===== src/rtl/toy_pkg.sv =====
// Shared definitions for the program loader: FSM states and default widths.
package toy_pkg;

    localparam int ADDR_W_DEF = 12;
    localparam int DATA_W_DEF = 16;
    localparam int LEN_W      = 12;

    typedef enum logic [2:0] {
        S_IDLE,
        S_LEN_HI,
        S_LEN_LO,
        S_DATA_HI,
        S_DATA_LO,
        S_CHK,
        S_DONE,
        S_ERR
    } state_t;

    // States in which a stream byte can be taken.
    function automatic logic is_rx(state_t s);
        return (s == S_LEN_HI) || (s == S_LEN_LO) || (s == S_DATA_HI) ||
               (s == S_DATA_LO) || (s == S_CHK);
    endfunction

endpackage


===== src/rtl/toy_loader_if.sv =====
// Byte-stream, control and instruction-memory write bundle for toy_loader.
interface toy_loader_if #(
    parameter int ADDR_W = toy_pkg::ADDR_W_DEF,
    parameter int DATA_W = toy_pkg::DATA_W_DEF
);
    logic              start;
    logic              byte_valid;
    logic [7:0]        byte_data;
    logic              byte_ready;
    logic              imem_we;
    logic [ADDR_W-1:0] imem_addr;
    logic [DATA_W-1:0] imem_wdata;
    logic              cpu_hold;
    logic              done;
    logic              error;

    modport master (
        output start, byte_valid, byte_data,
        input  byte_ready, imem_we, imem_addr, imem_wdata, cpu_hold, done, error
    );

    modport slave (
        input  start, byte_valid, byte_data,
        output byte_ready, imem_we, imem_addr, imem_wdata, cpu_hold, done, error
    );
endinterface


===== src/rtl/toy_loader.sv =====
// Loads a length-prefixed, XOR-checksummed byte stream into instruction memory
// while holding the CPU in reset; releases it only after a good checksum.
module toy_loader
    import toy_pkg::*;
#(
    parameter int ADDR_W = ADDR_W_DEF,
    parameter int DATA_W = DATA_W_DEF
) (
    input logic         clk,
    input logic         reset,
    toy_loader_if.slave bus
);

    state_t           state;
    state_t           nxt;
    logic [7:0]       len_hi;
    logic [7:0]       data_hi;
    logic [7:0]       csum;
    logic [LEN_W-1:0] len;
    logic [LEN_W-1:0] index;
    logic [LEN_W-1:0] len_full;
    logic             accept;

    assign accept   = bus.byte_valid & bus.byte_ready;
    assign len_full = {len_hi[3:0], bus.byte_data};

    always_comb begin
        nxt = state;
        case (state)
            S_IDLE, S_DONE, S_ERR: if (bus.start) nxt = S_LEN_HI;
            S_LEN_HI:  if (accept) nxt = S_LEN_LO;
            S_LEN_LO: begin
                if (accept) begin
                    if (len_hi[7:4] != 4'd0)       nxt = S_ERR;
                    else if (len_full == '0)       nxt = S_CHK;
                    else                           nxt = S_DATA_HI;
                end
            end
            S_DATA_HI: if (accept) nxt = S_DATA_LO;
            S_DATA_LO: if (accept) nxt = (index + 12'd1 == len) ? S_CHK : S_DATA_HI;
            S_CHK:     if (accept) nxt = (bus.byte_data == csum) ? S_DONE : S_ERR;
            default:   nxt = S_IDLE;
        endcase
    end

    // Outputs are registered from the next state so they line up with it.
    always_ff @(posedge clk or posedge reset) begin
        if (reset) begin
            state          <= S_IDLE;
            len_hi         <= '0;
            data_hi        <= '0;
            csum           <= '0;
            len            <= '0;
            index          <= '0;
            bus.byte_ready <= 1'b0;
            bus.imem_we    <= 1'b0;
            bus.imem_addr  <= '0;
            bus.imem_wdata <= '0;
            bus.cpu_hold   <= 1'b1;
            bus.done       <= 1'b0;
            bus.error      <= 1'b0;
        end else begin
            state          <= nxt;
            bus.byte_ready <= is_rx(nxt);
            bus.done       <= (nxt == S_DONE);
            bus.error      <= (nxt == S_ERR);
            bus.cpu_hold   <= (nxt != S_DONE);
            bus.imem_we    <= 1'b0;

            if (!is_rx(state) && bus.start) begin
                csum  <= '0;
                index <= '0;
            end

            if (accept) begin
                case (state)
                    S_LEN_HI: begin
                        len_hi <= bus.byte_data;
                        csum   <= csum ^ bus.byte_data;
                    end
                    S_LEN_LO: begin
                        len  <= len_full;
                        csum <= csum ^ bus.byte_data;
                    end
                    S_DATA_HI: begin
                        data_hi <= bus.byte_data;
                        csum    <= csum ^ bus.byte_data;
                    end
                    S_DATA_LO: begin
                        bus.imem_we    <= 1'b1;
                        bus.imem_addr  <= ADDR_W'(index);
                        bus.imem_wdata <= DATA_W'({data_hi, bus.byte_data});
                        index          <= index + 12'd1;
                        csum           <= csum ^ bus.byte_data;
                    end
                    default: ;
                endcase
            end
        end
    end

endmodule


===== src/flat_wrapper.sv =====
// flat-port wrapper written by rule: the top's interface ports become plain ports
module toy_loader_flat import toy_pkg::*;
#(
    parameter int ADDR_W = ADDR_W_DEF,
    parameter int DATA_W = DATA_W_DEF
)
  (clk, reset, bus_start, bus_byte_valid, bus_byte_data, bus_byte_ready, bus_imem_we, bus_imem_addr, bus_imem_wdata, bus_cpu_hold, bus_done, bus_error);
  toy_loader_if #(.ADDR_W(ADDR_W), .DATA_W(DATA_W)) bus_i ();
  input logic clk;
  input logic reset;
  input wire logic [$bits(bus_i.start)-1:0] bus_start;
  input wire logic [$bits(bus_i.byte_valid)-1:0] bus_byte_valid;
  input wire logic [$bits(bus_i.byte_data)-1:0] bus_byte_data;
  output wire logic [$bits(bus_i.byte_ready)-1:0] bus_byte_ready;
  output wire logic [$bits(bus_i.imem_we)-1:0] bus_imem_we;
  output wire logic [$bits(bus_i.imem_addr)-1:0] bus_imem_addr;
  output wire logic [$bits(bus_i.imem_wdata)-1:0] bus_imem_wdata;
  output wire logic [$bits(bus_i.cpu_hold)-1:0] bus_cpu_hold;
  output wire logic [$bits(bus_i.done)-1:0] bus_done;
  output wire logic [$bits(bus_i.error)-1:0] bus_error;
  assign bus_i.start = bus_start;
  assign bus_i.byte_valid = bus_byte_valid;
  assign bus_i.byte_data = bus_byte_data;
  assign bus_byte_ready = bus_i.byte_ready;
  assign bus_imem_we = bus_i.imem_we;
  assign bus_imem_addr = bus_i.imem_addr;
  assign bus_imem_wdata = bus_i.imem_wdata;
  assign bus_cpu_hold = bus_i.cpu_hold;
  assign bus_done = bus_i.done;
  assign bus_error = bus_i.error;
  toy_loader #(.ADDR_W(ADDR_W), .DATA_W(DATA_W)) u_core (.clk(clk), .reset(reset), .bus(bus_i));
endmodule

===== config.mk =====
export PLATFORM = sky130hd
export DESIGN_NAME = toy_loader_flat
export DESIGN_NICKNAME = d
export VERILOG_FILES = /design/src/rtl/toy_pkg.sv /design/src/rtl/toy_loader_if.sv /design/src/rtl/toy_loader.sv /design/src/flat_wrapper.sv
export SDC_FILE = /design/constraint.sdc
export NUM_CORES = 1
export LEC_CHECK = 0
export BUFFER_PORTS_ARGS = -buffer_cell sky130_fd_sc_hd__buf_2
export CAP_MARGIN = 30
export CELL_PAD_IN_SITES_DETAIL_PLACEMENT = 0
export CELL_PAD_IN_SITES_GLOBAL_PLACEMENT = 1
export CORE_ASPECT_RATIO = 0.7
export CORE_MARGIN = 3
export CORE_UTILIZATION = 30
export DETAILED_ROUTE_END_ITERATION = 12
export PLACE_DENSITY_LB_ADDON = 0.15
export SETUP_SLACK_MARGIN = 0.02
export SYNTH_ARGS = -nofsm -noshare
export SYNTH_HDL_FRONTEND = slang
export SYNTH_SLANG_ARGS = --single-unit

===== constraint.sdc =====
create_clock -name clk -period 3.6 [get_ports clk]
set_input_delay 0.54 -clock clk [delete_from_list [all_inputs] [get_ports clk]]
set_output_delay 0.54 -clock clk [all_outputs]
set_load 0.02 [all_outputs]

# Yosys cells after proc, flatten, opt, wreduce, memory -nomap -nowiden
# Cells that the tools add are included.
# Widths: inputs -> output; s select.
[word_totals]
ff_bits = 84
latchBits = 0
ram_bits = 0
romBits = 0
inputBits = 12
wordCells = 71
mem_count = 0
[op_classes]
add_sub_neg = 1
multipliers = 0
div = 0
magnitude_cmp = 0
eq_ne = 17
shifts = 0
n_mux = 19
bitwise = 2
reduce_logical = 19
[op_table]
columns = ["cell", "count"]
rows = [
  ["$mux 12", 3],
  ["$mux 3", 9],
  ["$eq 3x3->1 const B", 8],
  ["$mux 8", 3],
  ["$pmux 3 s6", 1],
  ["$add 12x1->12 const B", 1],
  ["$eq 12x12->1", 1],
  ["$eq 3x2->1 const B", 4],
  ["$logic_not 12->1", 1],
  ["$eq 8x8->1", 1],
  ["$logic_or 1x1->1", 8],
  ["$reduce_and 2->1", 4],
  ["$xor 8x8->8", 1],
  ["$eq 3x1->1 const B", 2],
  ["$reduce_bool 4->1", 1],
  ["$reduce_or 4->1", 1],
  ["$logic_not 3->1", 1],
  ["$mux 1", 3],
  ["$ne 3x3->1 const B", 1],
  ["$reduce_or 3->1", 1],
  ["$and 1x1->1", 1],
  ["$logic_and 1x1->1", 1],
  ["$logic_not 1->1", 1],
]

# Depth between registers and ports, before layout
# Gate-level depths: netlist of the first run.
[depth]
ltp_word = 10
mapped_depth = 9
ltp_nobuf = 8

# Worst setup path before layout of the first run
# Ideal clock, no wire load.
[synth_timing]
path_type = "register to register"
from = "register u_core.index[0]"
to = "register u_core.bus.byte_ready"
setup_ns = 0.079
t_arrival_ns = 2.309
path_slack_ns = 1.211
stages_incl_launch_ff = 9
path_buffers = 0
period_less_slack_ns = 2.389
cell_sequence = "dfrtp_1 > ha_1 > nand3_1 > nor3_1 > xnor2_1 > o311ai_0 > or4_4 > a21oi_2 > mux2i_1"
[synth_between]
elab_chain_len = 10
word_cells_on_any_way = 14
classes_between = "add/sub: 1; eq/ne: 6; mux: 3; reduce/logical: 4"
[synth_rtl]
columns = ["element", "line", "text"]
rows = [
  ["start: declaration", "toy_loader.sv:20", "logic [LEN_W-1:0] index;"],
  ["start signal: assignment", "toy_loader.sv:93", "index <= index + 12'd1;"],
  ["$add 12x1->12 (*)", "toy_loader.sv:40", "S_DATA_LO: if (accept) nxt = (index + 12'd1 == len) ? S_CHK : S_DATA_HI;"],
  ["$eq 12x12->1 (*)", "toy_loader.sv:40", ""],
  ["$mux 3 (*) (2 in series)", "toy_loader.sv:40", ""],
  ["$pmux 3 s6 (*)", "toy_loader.sv:29", "case (state)"],
  ["$eq 3x1->1 / $eq 3x2->1 (equally long branches)", "toy_pkg.sv:21", "return (s == S_LEN_HI) || (s == S_LEN_LO) || (s == S_DATA_HI) ||"],
  ["$logic_or 1x1->1 (3 in series)", "toy_pkg.sv:21", ""],
  ["$logic_or 1x1->1 (*)", "toy_pkg.sv:22", "(s == S_DATA_LO) || (s == S_CHK);"],
  ["end signal: assignment", "toy_loader.sv:64", "bus.byte_ready <= is_rx(nxt);"],
  ["end: declaration", "toy_loader_if.sv:24", "output byte_ready, imem_we, imem_addr, imem_wdata, cpu_hold, done, error"],
]
# Every way passes the cells marked *; elsewhere a longest branch is shown, timed or not.
# A chain may end at the register's enable or synchronous reset.

# Worst setup path after layout of the first run
# Ends and elaborated chain as after synthesis.

==> summary by stage, run 1 <==
Outcome
The flow ran to the end, and the final reports show no timing, DRC or antenna violations.

Clocking
The number of gates resized after CTS was 0. The CTS tree is yes. Clock tree synthesis selected as its root buffer the cell sky130_fd_sc_hd__clkbuf_16. For the worst-skew pair, the clock arrives at the later sink with an insertion delay of about 0.34 ns.

The worst-case clock buffer depth is 2. The total of hold buffers inserted after clock tree synthesis is 0. The H-tree was split into 3 levels. The number of buffers inserted by post-CTS setup repair is 0. The total clock buffers created by CTS is 9.

The clock transition at the registers of the reported paths is roughly 0.06 ns. Counting every sink on the clock net gives 84.

STA
The number of pins with negative max-slew slack in the final report is 0. The final setup skew is approximately 0.0067 ns. The relative slew slack is 42.7%. The minimum setup slack in the final design is 0.944 ns. In the finished design, the share of the clock period the worst path needs comes to about three quarters. The final hold violation count is 0. Static timing analysis puts the maximum clock frequency at 377 MHz. Setup repair after global routing left no endpoint under its margin. The number of endpoints failing setup at the final stage is 0. Subtracting the final worst setup slack from the clock period gives ~2.7 ns. For the final routed database, the setup TNS stands at 0 ns. At the pin with the least slew margin, the transition time is roughly 0.85 ns.

Critical path
The startpoint of the worst-slack reg-to-reg timing path is u_core.index[0]. The worst setup path is launched from a flop. The longest individual stage delay on the worst path is roughly 0.56 ns. The sort of element at the end of the critical path is a flop. The largest fanout on the critical path is 7. Traced cell by cell, the critical path runs through ha_1 -> nand3_1 -> nor3_1 -> xnor2_1 -> o311ai_0 -> or4_4 -> a21oi_2 -> mux2i_1. At the worst endpoint, the arrival time is between 2 and 3 ns. The worst register-to-register path has a depth of 8.

The slowest cell on the critical path is sky130_fd_sc_hd__or4_4. The critical path required time is about 3.9 ns. The path type of the worst setup path is reg2reg. The start point of the critical path is u_core.index[0].

Routing
For this run, design rule violations remaining after detail routing come to 0. The total via count in the routed design is roughly 3,000. The final routed wire length divided by cell count is between 15 and 20 um. The vias per cell is roughly 5. The detail route stage leaves a number of antenna-violating nets equal to 0.

The total routed wirelength is between 10,000 and 15,000 um. The DRC violation total after the first TritonRoute iteration is 194. The first detailed-routing pass took 6 iterations.

Die
The top-level port count is 45. The horizontal extent of the die is 143 um. The starting utilization of the core area is roughly 31%.

The die outline area is 14,700 um^2. The standard-cell row count is 34. The floorplan step defined a core boundary enclosing roughly 13,000 um^2. The floorplan step set the die height to a little over 100 um.

Yosys
A synthesized cell averages slightly below 10 um^2. In this run, distinct cell masters in the synthesized netlist total 45. The fraction of registers with async set or reset after synthesis is 100%.

When the netlist entered floorplanning its net count stood at ~420. The synthesized design contains 84 register bits. The predominant post-synthesis flop cell is sky130_fd_sc_hd__dfrtp_1. The cell area after technology mapping is 3970 um^2. The number of enable-type register cells in the synthesized netlist is 0. The Yosys step of the flow raised 0 warnings. Sequential cells were found to cover between 50% and 60% of the synthesized design area. In the synthesized netlist, the number of instances is approximately 400.

Hold path
The tightest min-delay check is of the in2async type.

Cells and area
In the final layout, the share of cells above drive strength 1 is a little over a fifth. At the end of the flow, the number of nets in the layout was 461. At the end of the flow the core is filled with cells to 36.8%. The antenna diode instance count is 0. The most common cell after layout, fill and taps aside is sky130_fd_sc_hd__nand2_1. In the layout the commonest cells are sky130_fd_sc_hd__nand2_1, sky130_fd_sc_hd__dfrtp_1, sky130_fd_sc_hd__buf_2. The relative area change from synthesis to final layout is 17.7%.

Power
The proportion of power drawn by combinational gates is a little under a third. The internal power is approximately 2400 uW. The sequential share of power is a little over 40%. Of the total power, the clock network draws between 20 and 30%. In this run the power spent charging and discharging nets is around 1200 uW. The leakage power figure is approximately 0.0022 uW. Across the VDD grid, the largest voltage drop is between 0.3 and 0.4 mV.

Net switching is about a third of the power. The power density of the placed cells is 771 nW/um^2.

GRT
Entering global routing, the biggest net connects 45 pins. The number of global-route vias before repair was 2,817. The initial antenna violation count came to 0.

Global routing used ~14% of the available tracks across all layers. The first global-routing pass estimated 15,900 um of wire. The final global-route overflow total is 0.

Place
The number of input and output port buffers inserted is 44. At the placement stage, the worst setup path has a slack of 0.959 ns. The detailed placement HPWL is 6810 um. Routability-driven placement finished with a final weighted congestion of approximately 0.83.

Flow run
Across the run, the number of max-cap violations was 0.
## logic make-up (layout without fill, tap and decap cells)
family | count (synthesis) | after routing | share of synthesized area, %
AO/OA/AOI/OAI | 60 | 60 | 9.28
XOR/XNOR | 24 | 24 | 5.30
adder cells (fa/ha/maj) | 1 | 1 | 0.316
buffers and inverters | 29 | 71 | 2.97
flip-flops | 84 | 84 | 53.0
multiplexers | 31 | 31 | 8.68
AND/OR/NAND/NOR | 182 | 182 | 20.4
## sequential cells by signal, indices dropped and copies added (netlist names)
register	cells
u_core.bus.byte_ready	1
u_core.bus.cpu_hold	1
u_core.bus.done	1
u_core.bus.error	1
u_core.bus.imem_addr	12
u_core.bus.imem_wdata	16
u_core.bus.imem_we	1
u_core.csum	8
u_core.data_hi	8
u_core.index	12
u_core.len	12
u_core.len_hi	8
u_core.state	3
## final cells by class
type                       count  area (um^2)
clock inverter                 6         88.8
inverter                       5         20.0
clock buffer                  10          229
sequential                    84         2100
multi-input combinational    298         1740
tap                          162          203
timing repair buffer          50          278
fill                        1293         8010
## per-layer routing
layer	global-route usage, %	vias to the layer above	share of wire [%]
li1	-	1470	-
met1	21.7	1475	54
met2	19.8	48	41
met3	4.35	10	4.7
met4	3.26	0	0.92
met5	0	-	0
## critical path, delay by kind of cell, from the launching register on
family	cells	cell delay, ns
AOI/OAI and AO/OA	2	0.32
xor gates and xnor gates	1	0.16
adders and majority gates	1	0.25
DFF	1	0.44
muxes	1	0.20
and+or+nand+nor	3	1.20
## synthesized netlist by cell type (2+ instances only)
cell type	n	area [um^2]
sky130_fd_sc_hd__xnor2_1	20	175
sky130_fd_sc_hd__a22o_1	3	26.3
sky130_fd_sc_hd__o22ai_1	2	12.5
sky130_fd_sc_hd__nor3_1	6	30.0
sky130_fd_sc_hd__o31ai_1	4	30.0
sky130_fd_sc_hd__nand2b_1	9	56.3
sky130_fd_sc_hd__clkbuf_1	18	67.6
sky130_fd_sc_hd__nor2_1	12	45.0
sky130_fd_sc_hd__nand3_1	8	40.0
sky130_fd_sc_hd__nor2b_1	2	12.5
sky130_fd_sc_hd__or3_1	2	12.5
sky130_fd_sc_hd__o21ai_0	31	155
sky130_fd_sc_hd__and4_4	2	22.5
sky130_fd_sc_hd__buf_2	2	10.0
sky130_fd_sc_hd__nand2_1	121	454
sky130_fd_sc_hd__and2_1	4	25.0
sky130_fd_sc_hd__o21ai_1	3	15.0
sky130_fd_sc_hd__and3_1	3	18.8
sky130_fd_sc_hd__mux2i_1	4	40.0
sky130_fd_sc_hd__a21oi_1	4	20.0
sky130_fd_sc_hd__dfrtp_1	83	2080
sky130_fd_sc_hd__mux2_2	27	304
sky130_fd_sc_hd__clkbuf_2	2	10.0
sky130_fd_sc_hd__inv_1	5	18.8
sky130_fd_sc_hd__o311ai_0	2	17.5
sky130_fd_sc_hd__nor4_1	4	25.0
sky130_fd_sc_hd__xor2_1	4	35.0
sky130_fd_sc_hd__o21a_1	3	22.5
sky130_fd_sc_hd__nand4_1	5	31.3
## worst paths after layout
path / end / slack (ns)
max in group asynchronous: u_core.bus.cpu_hold / 2.55
hold reg to reg: u_core.bus.imem_addr[9] / 0.47
setup reg to reg: u_core.bus.byte_ready / 0.94
hold / removal: u_core.bus.imem_addr[9] / 0.31
min in group clk: u_core.bus.imem_addr[9] / 0.47
setup / recovery: u_core.bus.byte_ready / 0.94
## power groups by stage
stage               clock network (uW)  logic [uW]  registers [uW]
CTS                               1030        1130            1490
global route                      1060        1250            1530
floorplan                            0         764            1530
detailed placement                   0        1130            1500
finish                             996        1120            1490
global placement                     0        1110            1500
## through the flow
step	instance area [um^2]	instances	power (uW)	hold WS (ns)
final	4670	615	3600	0.313
after global routing	4670	615	3840	0.384
after CTS	4670	615	3650	0.340
after detailed placement	4350	599	2630	0.455
after global placement	4350	599	2610	0.449
after floorplan	3970	411	2290	0.435
Power figures use the tool's default switching activity.
==> run 2, diff against run 1 <==
Clock period 3.6 ns to 2.4 ns, I/O delays scaled along.
==> summary by stage, run 2 (same netlist as run 1, synthesis figures left out) <==
Flow run
The max-capacitance violation count was 0 (unchanged).

Die
The floorplan die height is 102 um (unchanged). The standard-cell row count was 34 (unchanged). The die outline area came to 14,700 um^2 (unchanged).

The core area came to 12,700 um^2 (unchanged). The horizontal extent of the die came to 143 um (unchanged). The top-level port count is 45 (unchanged). The starting utilization of the core area is 31.3% (unchanged).

Routing
The detailed-routing iteration count for the pre-antenna-repair pass is 4 (was 6). The DRC violation total after the first TritonRoute iteration is 139 (was 194). The vias per cell is 4.85 (was 4.88).

The residual antenna-violating net count after detailed routing is 0 (unchanged). The total via count in the routed design came to 3,113 (was 3,003). The final routed wire length divided by cell count is 16.0 um (was 16.3 um). The total routed wirelength came to 10,300 um (was 10,000 um). The total DRC errors in the routed layout came to 0 (unchanged).

Clocking
The H-tree depth reported by CTS is 3 (unchanged). The total clock buffers created by CTS was 9 (unchanged). The worst-case clock buffer depth is 2 (unchanged).

The total of hold buffers inserted after clock tree synthesis came to 0 (unchanged). The clock transition at the registers of the reported paths came to 0.07 ns (was 0.06 ns). The clock latency of the later-clocked register in the worst-skew pair is 0.34 ns (about the same). The CTS tree is yes (unchanged). The clock sink count was 84 (unchanged).

The library cell used as clock root buffer is sky130_fd_sc_hd__clkbuf_16 (unchanged).

Critical path
The startpoint of the worst-slack reg-to-reg timing path is u_core.index[0] (unchanged). The path type of the worst setup path is reg2reg (unchanged). Cell breakdown of the critical path: buf_4 -> and4_4 -> and3_4 -> xnor2_1 -> a221o_1 -> or4_4 -> a21oi_4 -> mux2i_1 (was ha_1 -> nand3_1 -> nor3_1 -> xnor2_1 -> o311ai_0 -> or4_4 -> a21oi_2 -> mux2i_1). The worst flop-to-flop path endpoint is u_core.bus.byte_ready (unchanged).

The longest individual stage delay on the worst path is 0.57 ns (was 0.56 ns). The slowest cell on the critical path was sky130_fd_sc_hd__or4_4 (unchanged). The critical path required time is 2.66 ns (was 3.86 ns). The length in cells of the worst reg-to-reg path is 8 (unchanged).

The largest fanout on the critical path is 5 (was 7). The slack of the worst reg-to-reg path is 0.04 ns (was 0.94 ns). The startpoint class of the critical path is a flop (unchanged). The sort of element at the end of the critical path is a flop (unchanged). The worst path arrival time is 2.62 ns (was 2.91 ns).

Place
The number of input and output port buffers inserted is 44 (unchanged). The detailed placement HPWL came to 7090 um (was 6810 um). The final weighted congestion of routability-driven global placement is 0.898 (was 0.830).

The total instance count after detailed placement is 622 (was 599).

Cells and area
The flip-flop count of the largest register, all copies and words added is 16 (unchanged). The multi-input logic area is 1820 um^2 (was 1740 um^2). The most common cell after layout, fill and taps aside is sky130_fd_sc_hd__nand2_1 (unchanged). The relative area change from synthesis to final layout is 24.2% (was 17.7%). The final layout net count came to 488 (was 461). The number of cells in the finished layout apart from fillers came to 642 (was 615). The count of fill cells added during filler insertion is 1,273 (was 1,293). The antenna diode instance count came to 0 (unchanged).

The register with the most flip-flops is u_core.bus.imem_wdata (unchanged). The share of layout cells above drive strength 1 is 29.0% (was 21.9%). Top library cells by usage in the layout, fill and taps aside: sky130_fd_sc_hd__nand2_1, sky130_fd_sc_hd__dfrtp_1, sky130_fd_sc_hd__buf_2 (unchanged). The post-layout utilization of the core is 38.8% (was 36.8%). The area taken by flip-flops and latches is 2110 um^2 (was 2100 um^2).

Power
The peak supply drop is 0.366 mV (was 0.317 mV). The leakage power figure is 0.00232 uW (was 0.00217 uW). The power density of the placed cells is 1090 nW/um^2 (was 771 nW/um^2).

STA
The final hold violation count is 0 (unchanged). The final setup skew was 0.00672 ns (was 0.00673 ns). The ratio of final minimum period to clock period is 98.2% (was 73.8%). The number of pins with negative max-slew slack in the final report came to 0 (unchanged).

The total negative slack for setup checks came to 0 ns (unchanged). The actual transition at the worst max-transition pin came to 0.875 ns (was 0.850 ns). The post-layout minimum cycle time came to 2.36 ns (was 2.66 ns). The number of endpoints failing setup at the final stage was 0 (unchanged). Unrepaired setup endpoints after global routing: yes (was no). The relative slew slack is 40.9% (was 42.7%). The maximum clock frequency is 424 MHz (was 377 MHz).

Outcome
Status: complete, no violations (unchanged).

GRT
The aggregate global-route resource usage is 14.9% (was 14.3%). The number of global-route vias before repair is 3,020 (was 2,817). The wire length of the first global-routing pass is 16,800 um (was 15,900 um). The largest net degree at the start of global routing came to 46 (was 45). The final global-route overflow total came to 0 (unchanged). The initial antenna violation count came to 0 (unchanged).

Hold path
The worst hold-check path type is in2async (unchanged).
[run 2: cell types whose count changed in the layout (fill, tap and decap cells not counted), moves of 2 or more]
cell,change
sky130_fd_sc_hd__bufinv_16,-2
sky130_fd_sc_hd__xnor2_2,+2
sky130_fd_sc_hd__dfrtp_2,+3
sky130_fd_sc_hd__buf_4,+25
sky130_fd_sc_hd__dfrtp_1,-3
sky130_fd_sc_hd__xnor2_1,-2
sky130_fd_sc_hd__nor3_1,-2
[run 2: metrics by stage]
step | hold WS [ns] | power, uW | setup slack (ns) | cell area [um^2]
2_1_floorplan | 0.435 | 3440 | 0.0747 | 3970
6_report | 0.0753 | 5350 | 0.0435 | 4920
4_1_cts | 0.0865 | 5360 | 0.0313 | 4820
3_5_place_dp | 0.454 | 4010 | 0.0231 | 4540
3_3_place_gp | 0.449 | 3990 | 0.0921 | 4540
5_1_grt | 0.116 | 5750 | -0.0156 | 4920
[run 2: worst max-delay path: cells and delay by family (launching register included)]
family | cells | cell delay [ns]
compound gates | 2 | 0.44
xor+xnor | 1 | 0.13
buf+inv | 1 | 0.15
flops | 1 | 0.42
mux | 1 | 0.21
simple gates | 3 | 0.92
[run 2: worst max-delay path by stage]
stage / startpoint / end / slack (ns) / depth (start not counted)
2_1_floorplan: u_core.index[0] / u_core.bus.byte_ready / 0.07 / 8
3_3_place_gp: u_core.index[0] / u_core.bus.byte_ready / 0.09 / 8
3_5_place_dp: u_core.index[0] / u_core.bus.byte_ready / 0.02 / 8
4_1_cts: u_core.index[0] / u_core.bus.byte_ready / 0.03 / 8
5_1_grt: u_core.index[0] / u_core.bus.byte_ready / -0.02 / 8
6_report: u_core.index[0] / u_core.bus.byte_ready / 0.04 / 8
[run 2: where the power goes]
part           total, uW  switching [uW]  internal [uW]
combinational       1800             966            838
sequential          2230             354           1880
clock               1320             590            728
total               5350            1910           3440
[run 2: routing by layer]
metal	global-route usage (%)	vias to the layer above	part of all wire [%]
met3	3.74	11	3.9
met4	4.12	0	1.2
met2	20.4	63	42
li1	-	1516	-
met5	0	-	0
met1	23.2	1523	53
[run 2: final cells by class]
cell class                 count  area share (%)
tap                          162            4.12
clock buffer                  10            4.85
multi-input combinational    298            36.9
timing repair buffer          77            10.1
inverter                       5           0.457
sequential                    84            42.8
clock inverter                 6           0.788
[run 2: what timing repair did]
action,in CTS,in global routing
endpoints found under the hold margin,0,0
endpoints found under the setup margin,1,2
resized for setup,0,17
pin swaps,1,8
buffers inserted,0,4
==> run 3, diff against run 2 <==
Settings changed: ABC_AREA set to 1.
==> summary by stage, run 3 <==
Outcome
Status: complete, no violations (unchanged).

Yosys
The count of different cell masters after synthesis came to 32 (was 45). The predominant post-synthesis flop cell is sky130_fd_sc_hd__dfrtp_1 (unchanged). The sequential fraction of the synthesis area is 52.3% (was 53.0%). The cell type with the largest total area after synthesis is sky130_fd_sc_hd__dfrtp_1 (unchanged). The number of instances in the synthesized netlist is 496 (was 411). The flip-flop and latch count after synthesis is 84 (unchanged).

The post-synthesis net count is 509 (was 424). Ranking of synthesized cells by area: sky130_fd_sc_hd__dfrtp_1, sky130_fd_sc_hd__nand2_1, sky130_fd_sc_hd__o21ai_0, sky130_fd_sc_hd__inv_1, sky130_fd_sc_hd__nand3_1 (was sky130_fd_sc_hd__dfrtp_1, sky130_fd_sc_hd__nand2_1, sky130_fd_sc_hd__mux2_2, sky130_fd_sc_hd__xnor2_1, sky130_fd_sc_hd__o21ai_0). The area share of the largest cell type after synthesis is 51.7% (was 52.4%). The cell area after technology mapping was 4020 um^2 (was 3970 um^2). The warning count from the yosys run is 0 (unchanged). The fraction of registers with async set or reset after synthesis is 100% (unchanged). The number of enable-type register cells in the synthesized netlist is 0 (unchanged). The average size of a mapped cell is 8.11 um^2 (was 9.65 um^2). The cell with the most instances after synthesis is sky130_fd_sc_hd__nand2_1 (unchanged). Synth cell count leaders: sky130_fd_sc_hd__nand2_1, sky130_fd_sc_hd__dfrtp_1, sky130_fd_sc_hd__o21ai_0 (unchanged).

Cells and area
Top library cells by usage in the layout, fill and taps aside: sky130_fd_sc_hd__nand2_1, sky130_fd_sc_hd__dfrtp_1, sky130_fd_sc_hd__o21ai_0 (was sky130_fd_sc_hd__nand2_1, sky130_fd_sc_hd__dfrtp_1, sky130_fd_sc_hd__buf_2). The relative area change from synthesis to final layout was 20.1% (was 24.2%). The register with the most flip-flops is u_core.bus.imem_wdata (unchanged).

The share of layout cells above drive strength 1 is 17.7% (was 29.0%). The most common cell after layout, fill and taps aside is sky130_fd_sc_hd__nand2_1 (unchanged). The antenna diode instance count is 0 (unchanged). The final layout net count came to 563 (was 488).

The flip-flop count of the largest register, all copies and words added was 16 (unchanged). The number of cells in the finished layout apart from fillers is 717 (was 642).

Die
The core area was 12,800 um^2 (was 12,700 um^2). The die outline area is 14,800 um^2 (was 14,700 um^2). The horizontal extent of the die was 144 um (was 143 um). The floorplan die height is 103 um (was 102 um). The top-level port count was 45 (unchanged). The standard-cell row count is 34 (unchanged). The starting utilization of the core area was 31.5% (was 31.3%).

Critical path
The path type of the worst setup path is reg2reg (unchanged). The longest individual stage delay on the worst path is 0.45 ns (was 0.57 ns). The critical path buffer and inverter count is 4 (was 1).

The startpoint class of the critical path is a flop (unchanged). The largest fanout on the critical path is 7 (was 5). Cell breakdown of the critical path: ha_1 -> nand2_1 -> inv_1 -> nor2_1 -> inv_1 -> nand2_1 -> nand2_1 -> nor2_1 -> nand4_1 -> nor3_2 -> nand2_1 -> nand2_2 -> nand3_2 -> nand2_1 -> inv_1 -> nand2_2 -> inv_2 (was buf_4 -> and4_4 -> and3_4 -> xnor2_1 -> a221o_1 -> or4_4 -> a21oi_4 -> mux2i_1). The slowest cell on the critical path was sky130_fd_sc_hd__dfrtp_2 (was sky130_fd_sc_hd__or4_4). The family with the most delay on the worst path was simple AND/OR/NAND/NOR gates (unchanged). The worst path arrival time is 2.41 ns (was 2.62 ns).

Among the stages of the critical path, the cell type that occurs most often is sky130_fd_sc_hd__nand2_1. The critical path required time is 2.64 ns (was 2.66 ns). The sort of element at the end of the critical path is a flop (unchanged).

Place
The final weighted congestion of routability-driven global placement is 0.818 (was 0.898). The detailed placement HPWL is 7930 um (was 7090 um). The number of input and output port buffers inserted is 44 (unchanged). The total instance count after detailed placement is 701 (was 622).

Routing
The vias per cell was 4.69 (was 4.85). The detailed-routing iteration count for the pre-antenna-repair pass was 5 (was 4). The residual antenna-violating net count after detailed routing is 0 (unchanged).

The total DRC errors in the routed layout is 0 (unchanged). The total routed wirelength is 10,900 um (was 10,300 um). The DRC violation total after the first TritonRoute iteration was 140 (was 139). The total via count in the routed design is 3,366 (was 3,113). The final routed wire length divided by cell count is 15.2 um (was 16.0 um).

Clocking
The H-tree depth reported by CTS is 3 (unchanged). The clock latency of the later-clocked register in the worst-skew pair was 0.34 ns (about the same). The clock transition at the registers of the reported paths was 0.06 ns (was 0.07 ns). The total clock buffers created by CTS is 9 (unchanged). The clock sink count is 84 (unchanged). The worst-case clock buffer depth is 2 (unchanged). The CTS tree was yes (unchanged).

The total of hold buffers inserted after clock tree synthesis is 0 (unchanged). The library cell used as clock root buffer is sky130_fd_sc_hd__clkbuf_16 (unchanged).

Power
The reported net switching power is 1920 uW (was 1910 uW). The leakage power figure is 0.00243 uW (was 0.00232 uW). The peak supply drop is 0.437 mV (was 0.366 mV). The fraction of power consumed by the clock network came to 28.6% (was 24.6%). The sequential share of power was 40.3% (was 41.7%). The proportion of power drawn by combinational gates is 31.1% (was 33.7%).

The post-route total power is 5240 uW (was 5350 uW). The internal power came to 3320 uW (was 3440 uW). The power density of the placed cells is 1080 nW/um^2 (was 1090 nW/um^2). The switching power share of the total is 36.6% (was 35.7%).

STA
The ratio of final minimum period to clock period came to 90.6% (was 98.2%). The actual transition at the worst max-transition pin is 0.611 ns (was 0.875 ns). The maximum clock frequency is 460 MHz (was 424 MHz). The number of pins with negative max-slew slack in the final report is 0 (unchanged). The post-layout minimum cycle time was 2.17 ns (was 2.36 ns). The final hold violation count came to 0 (unchanged). The relative slew slack is 59.2% (was 40.9%). The final setup skew is 0.00618 ns (was 0.00672 ns). The number of endpoints failing setup at the final stage is 0 (unchanged).

The total negative slack for setup checks was 0 ns (unchanged). Unrepaired setup endpoints after global routing: no (was yes).

GRT
The largest net degree at the start of global routing was 85 (was 46). The wire length of the first global-routing pass came to 18,000 um (was 16,800 um). The aggregate global-route resource usage was 15.9% (was 14.9%). The final global-route overflow total is 0 (unchanged). The initial antenna violation count is 0 (unchanged). The number of global-route vias before repair came to 3,337 (was 3,020).

Flow run
The max-capacitance violation count was 0 (unchanged).

Hold path
The worst hold-check path type is in2async (unchanged).
run 3: timing repair:
item / CTS / global route
buffers inserted: 0 / 0
setup endpoints to repair: 0 / 2
gates resized for setup: 0 / 1
run 3: layer usage:
metal  part of all wire, %  up-vias  GRT usage (%)
li1                      -     1696              -
met1                    55     1588           24.4
met2                    39       75           21.9
met3                   5.8        7           4.82
met4                  0.68        0           3.44
met5                     0        -              0
run 3: cell type report:
class / instances / area, um^2
clock inverter: 6 / 88.8
fill: 1329 / 7940
multi-input combinational: 333 / 1620
sequential: 84 / 2100
clock buffer: 10 / 229
tap: 162 / 203
timing repair buffer: 58 / 338
inverter: 64 / 244
run 3: metrics by stage:
stage	instance area (um^2)	utilization, %	hold slack (ns)	setup slack [ns]
final	4830	37.8	0.152	0.226
after global routing	4830	37.8	0.167	0.0248
after CTS	4830	37.8	0.170	0.196
after detailed placement	4510	35.3	0.461	0.203
after global placement	4510	35.3	0.459	0.253
after floorplan	4020	-	0.442	0.518
run 3: final timing paths:
check | slack [ns] | cells after the start | from | endpoint
hold reg to reg | 0.47 | 2 | u_core.bus.imem_wdata[14] | u_core.bus.imem_wdata[14]
min in group clk | 0.36 | 4 | bus_byte_data[0] | u_core.csum[0]
setup reg to reg | 0.23 | 17 | u_core.index[0] | u_core.bus.done
max in group asynchronous | 1.87 | 3 | reset | u_core.index[0]
setup / recovery | 0.23 | 17 | u_core.index[0] | u_core.bus.done
hold / removal | 0.15 | 3 | reset | u_core.csum[7]
run 3: worst min-delay path: cells and delay by family:
kind / cells / cell delay, ns
buffers and inverters: 3 / 0.55
run 3: kinds of logic after synthesis:
family,share of synthesized area (%)
compound gates,10.7
simple gates,27.5
buf+inv,7.44
fa+ha+maj,0.311
flops,52.3
xor+xnor,1.74
run 3: power groups by stage:
stage | sequential [uW] | combinational (uW) | clock, uW
after floorplan | 2220 | 1020 | 0
final | 2110 | 1630 | 1500
after CTS | 2110 | 1650 | 1550
after detailed placement | 2130 | 1650 | 0
after global routing | 2170 | 1890 | 1600
after global placement | 2120 | 1630 | 0
